**src/rtl/mario_vram_ctl.sv**
```systemverilog
// CPU-to-VRAM access sequencer: latch, wait for VRAM to be free, strobe, acknowledge (4-phase REQ/ACK).
// Latency: ack 4 I_CEN ticks after the request when VRAM is free. CPU is held via O_CPU_WAITn while the VRAM is busy.
module mario_vram_ctl #(
  parameter int STROBE_LEN = 2,
  parameter int MAX_WAIT   = 255
) (
  input  logic       I_CLK_48M,
  input  logic       I_RESET,
  input  logic       I_CEN,
  input  logic       I_CPU_REQ,
  input  logic       I_CPU_WE,
  input  logic [9:0] I_CPU_AB,
  input  logic [7:0] I_CPU_DB,
  output logic [7:0] O_CPU_DB,
  output logic       O_CPU_WAITn,
  output logic       O_CPU_ACK,
  output logic [9:0] O_AB,
  output logic [7:0] O_DB,
  output logic       O_VRAM_WRn,
  output logic       O_VRAM_RDn,
  input  logic [7:0] I_DB,
  input  logic       I_VRAMBUSYn,
  output logic       O_TIMEOUT
);

  typedef enum logic [2:0] {IDLE, LATCH, WAITBUSY, STROBE, ACK} state_t;

  localparam logic [3:0] STRB_LOAD = 4'(STROBE_LEN);
  localparam logic [7:0] WAIT_LIM  = 8'(MAX_WAIT);

  state_t     state, state_nxt;
  logic       we_q;
  logic [9:0] ab_q;
  logic [7:0] db_q;
  logic [7:0] rd_q;
  logic [7:0] wait_cnt;
  logic [7:0] wait_inc;
  logic [3:0] strb_cnt;
  logic       strb_last;
  logic       timeout_q;

  assign wait_inc  = (wait_cnt == 8'hFF) ? 8'hFF : wait_cnt + 8'd1;
  assign strb_last = (strb_cnt <= 4'd1);

  always_comb begin
    state_nxt = state;
    if (I_CEN) begin
      case (state)
        IDLE:     if (I_CPU_REQ) state_nxt = LATCH;
        LATCH:    state_nxt = WAITBUSY;
        WAITBUSY: if (I_VRAMBUSYn) state_nxt = STROBE;
        // Losing the bus mid-strobe restarts the access; this takes priority over completion.
        STROBE: begin
          if (!I_VRAMBUSYn)   state_nxt = WAITBUSY;
          else if (strb_last) state_nxt = ACK;
        end
        ACK:      if (!I_CPU_REQ) state_nxt = IDLE;
        default:  state_nxt = IDLE;
      endcase
    end
  end

  always_ff @(posedge I_CLK_48M) begin
    if (I_RESET) begin
      state     <= IDLE;
      we_q      <= 1'b0;
      ab_q      <= 10'h000;
      db_q      <= 8'h00;
      rd_q      <= 8'h00;
      wait_cnt  <= 8'h00;
      strb_cnt  <= 4'h0;
      timeout_q <= 1'b0;
    end else begin
      state <= state_nxt;
      if (I_CEN) begin
        case (state)
          IDLE: begin
            if (I_CPU_REQ) begin
              we_q <= I_CPU_WE;
              ab_q <= I_CPU_AB;
              db_q <= I_CPU_DB;
            end
          end
          LATCH: wait_cnt <= 8'h00;
          WAITBUSY: begin
            if (I_VRAMBUSYn) begin
              strb_cnt <= STRB_LOAD;
            end else begin
              wait_cnt <= wait_inc;
              if (wait_inc >= WAIT_LIM) timeout_q <= 1'b1;
            end
          end
          STROBE: begin
            if (I_VRAMBUSYn) begin
              strb_cnt <= strb_cnt - 4'd1;
              if (strb_last && !we_q) rd_q <= I_DB;
            end
          end
          default: ;
        endcase
      end
    end
  end

  // Every bus output decodes from registered state, so strobes change exactly on the transition edge.
  assign O_CPU_WAITn = !((state == LATCH) || (state == WAITBUSY) || (state == STROBE));
  assign O_CPU_ACK   = (state == ACK);
  assign O_AB        = (state == IDLE) ? 10'h000 : ab_q;
  assign O_VRAM_WRn  = !((state == STROBE) && we_q);
  assign O_VRAM_RDn  = !((state == STROBE) && !we_q);
  assign O_DB        = ((state == STROBE) && we_q) ? db_q : 8'h00;
  assign O_CPU_DB    = rd_q;
  assign O_TIMEOUT   = timeout_q;

endmodule
```
**config.mk**
```make
export PLATFORM = sky130hd
export DESIGN_NAME = mario_vram_ctl
export DESIGN_NICKNAME = d
export VERILOG_FILES = /design/src/rtl/mario_vram_ctl.sv
export SDC_FILE = /design/constraint.sdc
export NUM_CORES = 1
export LEC_CHECK = 0
export CAP_MARGIN = 25
export CELL_PAD_IN_SITES_DETAIL_PLACEMENT = 1
export CELL_PAD_IN_SITES_GLOBAL_PLACEMENT = 1
export CORE_UTILIZATION = 37
export CTS_BUF_LIST = sky130_fd_sc_hd__clkbuf_2
export DETAILED_ROUTE_END_ITERATION = 8
export GPL_ROUTABILITY_DRIVEN = 0
export PLACE_DENSITY_LB_ADDON = 0.1
export SYNTH_ARGS = -nofsm -noshare
export SYNTH_HDL_FRONTEND = slang
export SYNTH_SLANG_ARGS = --single-unit
```
**constraint.sdc**
```tcl
create_clock -name I_CLK_48M -period 2.4 [get_ports I_CLK_48M]
set_input_delay 0.48 -clock I_CLK_48M [delete_from_list [all_inputs] [get_ports I_CLK_48M]]
set_output_delay 0.48 -clock I_CLK_48M [all_outputs]
set_load 0.1 [all_outputs]
```
# After elaboration in Yosys (flattened, before gate mapping)
# Index checks and enable logic that the tools add are counted.
classes:
  n_addsub: 2
  magnitude_cmp: 2
  eq_ne: 11
  muxes: 14
  bitwise_logic: 1
  n_reduce_logical: 18
ops:
  columns: ["op", "count"]
  rows:
  - ["8-bit 2-to-1 mux", 3]
  - ["8-bit one-hot mux with 2 select lines", 1]
  - ["3-bit 2-to-1 mux", 5]
  - ["3-bit one-hot mux with 5 select lines", 1]
  - ["4-bit AND reduction", 3]
  - ["10-bit 2-to-1 mux", 1]
  - ["2-bit != test (second input constant)", 5]
  - ["8-bit by 1-bit adder with 8-bit output (second input constant)", 1]
  - ["8-bit equality test (second input constant)", 1]
  - ["8-bit greater-or-equal comparator (second input constant)", 1]
  - ["4-bit 2-to-1 mux", 2]
  - ["4-bit one-hot mux with 2 select lines", 1]
  - ["3-bit by 2-bit equality test with 1-bit output (second input constant)", 2]
  - ["3-bit AND reduction", 2]
  - ["5-bit AND reduction", 1]
  - ["4-bit by 1-bit <= comparator with 1-bit output (second input constant)", 1]
  - ["1-bit logical NOT", 4]
  - ["2-bit nonzero test", 2]
  - ["4-bit by 1-bit subtractor with 4-bit output (second input constant)", 1]
  - ["3-bit by 1-bit equality test with 1-bit output (second input constant)", 1]
  - ["3-bit equality test (second input constant)", 1]
  - ["1-bit logical AND", 3]
  - ["3-bit logical NOT", 1]
  - ["3-bit != test (second input constant)", 1]
  - ["2 further kinds", 3]
word_totals:
  register_bits: 43
  input_bits: 32

# Longest topological paths before layout
logic_depth:
  word_depth: 4
  ltp_mapped: 7

# Worst setup path after synthesis
# OpenSTA, ideal clock, no wires.
synth_timing:
  path_type: "reg2out"
  startpoint: "register state[1]"
  endpoint: "output O_AB[0]"
  arrival_time_ps: 2102
  required_time_ps: 1920
  setup_slack_ps: -182
  stages_incl_launch_ff: 4
  n_path_buf: 1
  path_cell_list: "dfxtp_1 nor3_1 clkbuf_1 nor2b_1"
synth_between:
  elab_chain_cells: 2
synth_rtl:
  columns: ["item", "line_no", "text"]
  rows:
  - ["from (decl)", "31", "state_t state, state_nxt;"]
  - ["from (signal assigned)", "74", "state <= state_nxt;"]
  - ["3-bit logical NOT", "108", "assign O_AB = (state == IDLE) ? 10'h000 : ab_q;"]
  - ["10-bit 2-to-1 mux", "108", null]
  - ["to (decl)", "17", "output logic [9:0] O_AB,"]
# Every way passes these cells.

# Final worst setup path
layout_timing:
  startpoint: "register state[2]"
  endpoint: "output O_DB[2]"
layout_between:
  elab_chain_cells: 3
layout_rtl:
  columns: ["item", "line_no", "text"]
  rows:
  - ["3-bit by 2-bit equality test with 1-bit output", "111", "assign O_DB = ((state == STROBE) && we_q) ? db_q : 8'h00;"]
  - ["1-bit logical AND", "111", null]
  - ["8-bit 2-to-1 mux", "111", null]
  - ["to (decl)", "18", "output logic [7:0] O_DB,"]
# Every way passes these cells.

==> reports/qor.txt <==
Syn Nets: 287
Max-slew violations: 0
TritonCTS Buffers: 5
HP Start: ab_q[2]
DR WL met3: 178 um
Most frequent cells in the layout: dfxtp_1, nand2_1, a21oi_1, clkdlybuf4s50_1, buf_4
Critical path type: register to primary output
DRC violations left: 0
Die width: 76.3 um
Clk slew on worst S/H paths: 0.21 ns
Setup crit start kind: register
Mux share of post-synthesis cell area: 4.47%
Initial DRC Count: 74
Asr flop ratio synth: 0%
CP Max Fanout: 10
Synthesis-stage register bit count: 43
Inst Count DP: 380
Top cell type's share of synthesized area: 42.1%
Routed Antenna Nets: 0
Hold slack: 0.464 ns
CTS Root Cell: clkbuf_2
Post-CTS Setup Bufs: 0
Synth Area in Simple Gates: 30.7%
Register area share after synthesis: 42.1%
Syn_area_per_cell: 8.11 um2
Largest family of logic cells by synthesized area: simple AND/OR/NAND/NOR gates
Finished Layout Cells: 388
IO buf count: 62
Final core occ: 57.8%
Worst hold path class: register to register
Vias in the first global route: 1984
Crit end category: primary output
Synth Area in XOR/XNOR: 0.857%
Pleak: 1.13 nW
WL met1: 2410 um
Cells after Synth: 252
Switching part of the total: 28.0%
YS warnings: 0
Share of post-route cells with drive strength above 1: 16.7%
Compound-gate portion of the synthesized area: 15.7%
Cell Rows: 26
Slowest CP cell: dfxtp_1
DR WL/cell: 14.2 um
Final wirelength: 5500 um
Largest net degree at the start of global routing: 30
Internal: 0.00101 W
Synthesized area: 0.00204 mm2
Core area: 0.00520 mm2
Synth area leaders: dfxtp_1, nand2_1, a21oi_1
DPL Wire Length: 4040 um
Critical path origin: state[2]
Adder-cell share of the synthesized area: 1.84%
PD cells: 468 mW/mm2
Outcome: finished clean
Post-synth EDFFs: 0
Combinational power share: 17.7%
I/O Pins: 63
Antenna violations before repair: 0
Overall routing resource usage: 20.0%
Worst VDD drop: 365 uV
Nets@finish: 352
Routed vias: 1951
RSZ-0062 raised after global routing: no
Gr ovfl total: 0
TritonCTS clock tree: yes
Crit path cell chain: nor2b_1, and3_2, and2_1, buf_12
First-pass GRT wire length: 9260 um
Synth-to-Final Area Change: 47.2%
Ys flop type: dfxtp_1
Max_cap viols: 0
Slew headroom: 59.7%
Worst-Skew Late Latency: 0.42 ns
Final period utilization: 93.7%
Via-per-instance ratio: 5.03
Synth area leader: dfxtp_1
Reg power frac: 53.0%
Reg-to-Reg Start: state[2]
Switching power: 0.000393 W
Fmax: 445 MHz
Hold Vio Cnt, Final: 0
Clock buffer depth: 2
# setup viols final: 0
Worst Skew: 0.0172 ns
Die ar.: 0.00582 mm2
H-tree levels: 2
Multi-input logic area: 0.00110 mm2
Storage element area: 861 um2
Req. time, crit path: 1.92 ns
Count of clock tree sinks: 43
PnR Total Power: 0.00141 W
Arr. time, crit path: 1.77 ns
Clock power frac: 29.3%
Top Metal Used: met4
Post-layout min period: 2.25 ns
Library cells used by synthesis: 41
Slowest stage delay, CP: 0.57 ns
Met2 routed WL: 2830 um
Ant diodes: 0
First-pass iteration count of the detailed router: 4
Initial Util: 39.3%
Chip Height: 76.3 um
Fillcell total: 609
Worst Tran Pin Value: 0.601 ns
metrics by stage:
stage / TNS (ns) / instance area, um2 / setup WS [ns]
final: 0 / 3010 / 0.152
after global routing: 0 / 3010 / 0.0254
after CTS: 0 / 3010 / 0.0260
after detailed placement: 0 / 2940 / 0.284
after global placement: 0 / 2940 / 0.343
after floorplan: -1.82 / 2040 / -0.182
repair_timing:
action / in CTS / in global routing
endpoints found under the hold margin: 0 / 0
resized for setup: 0 / 1
hold buffers: 0 / 0
endpoints found under the setup margin: 0 / 8
critical path, delay by kind of cell (launching register included):
family	cells	cell delay, ns
AND/OR/NAND/NOR	3	0.61
buffers and inverters	1	0.17
flip-flops	1	0.57
power by group through the flow:
| stage | sequential (W) | clock [W] | combinational, W |
|---|---|---|---|
| final | 0.000746 | 0.000412 | 0.000249 |
| after global routing | 0.000750 | 0.000458 | 0.000269 |
| after CTS | 0.000747 | 0.000426 | 0.000252 |
| after detailed placement | 0.000760 | 0 | 0.000251 |
| after global placement | 0.000759 | 0 | 0.000247 |
| after floorplan | 0.000763 | 0 | 0.000133 |
flip-flops by register name (all words and copies together) (netlist names):
name       count
O_CPU_DB       8
O_TIMEOUT      1
ab_q          10
db_q           8
state          3
strb_cnt       4
wait_cnt       8
we_q           1
kinds of logic after synthesis:
logic type | Yosys count
mux | 9
flops | 43
fa+ha+maj | 3
compound gates | 54
buf+inv | 22
xor+xnor | 2
simple gates | 119
per-layer routing:
layer	up-vias	GRT usage, %
met5	-	0
met4	0	7.50
met3	7	4.19
met2	37	36.6
met1	914	22.6
li1	993	-
worst paths after layout:
path / cells after the start / slack [ns] / to
worst max-delay path: 4 / 0.15 / O_DB[2]
worst min-delay path: 2 / 0.46 / ab_q[2]
worst max register to register: 5 / 0.75 / wait_cnt[2]
worst min register to register: 2 / 0.46 / ab_q[2]
synth_stat cells, types with 7 or more instances:
| cell type | n |
|---|---|
| and2_1 | 10 |
| mux2i_1 | 8 |
| nand2_1 | 43 |
| dfxtp_1 | 43 |
| nor2_1 | 16 |
| o21ai_0 | 7 |
| nand3_1 | 9 |
| nor2b_1 | 14 |
| a21oi_1 | 31 |
| clkbuf_1 | 9 |
| and3_1 | 8 |
| inv_1 | 8 |
cell type report:
class | instances | area share, %
well taps | 70 | 2.91
clock buffers | 5 | 0.832
multi-input cells | 187 | 36.5
clock inverters | 3 | 1.29
inverters | 8 | 0.999
flip-flops and latches | 43 | 28.6
repair buffers | 72 | 28.9
No activity file was read; power rests on OpenSTA's default activity.
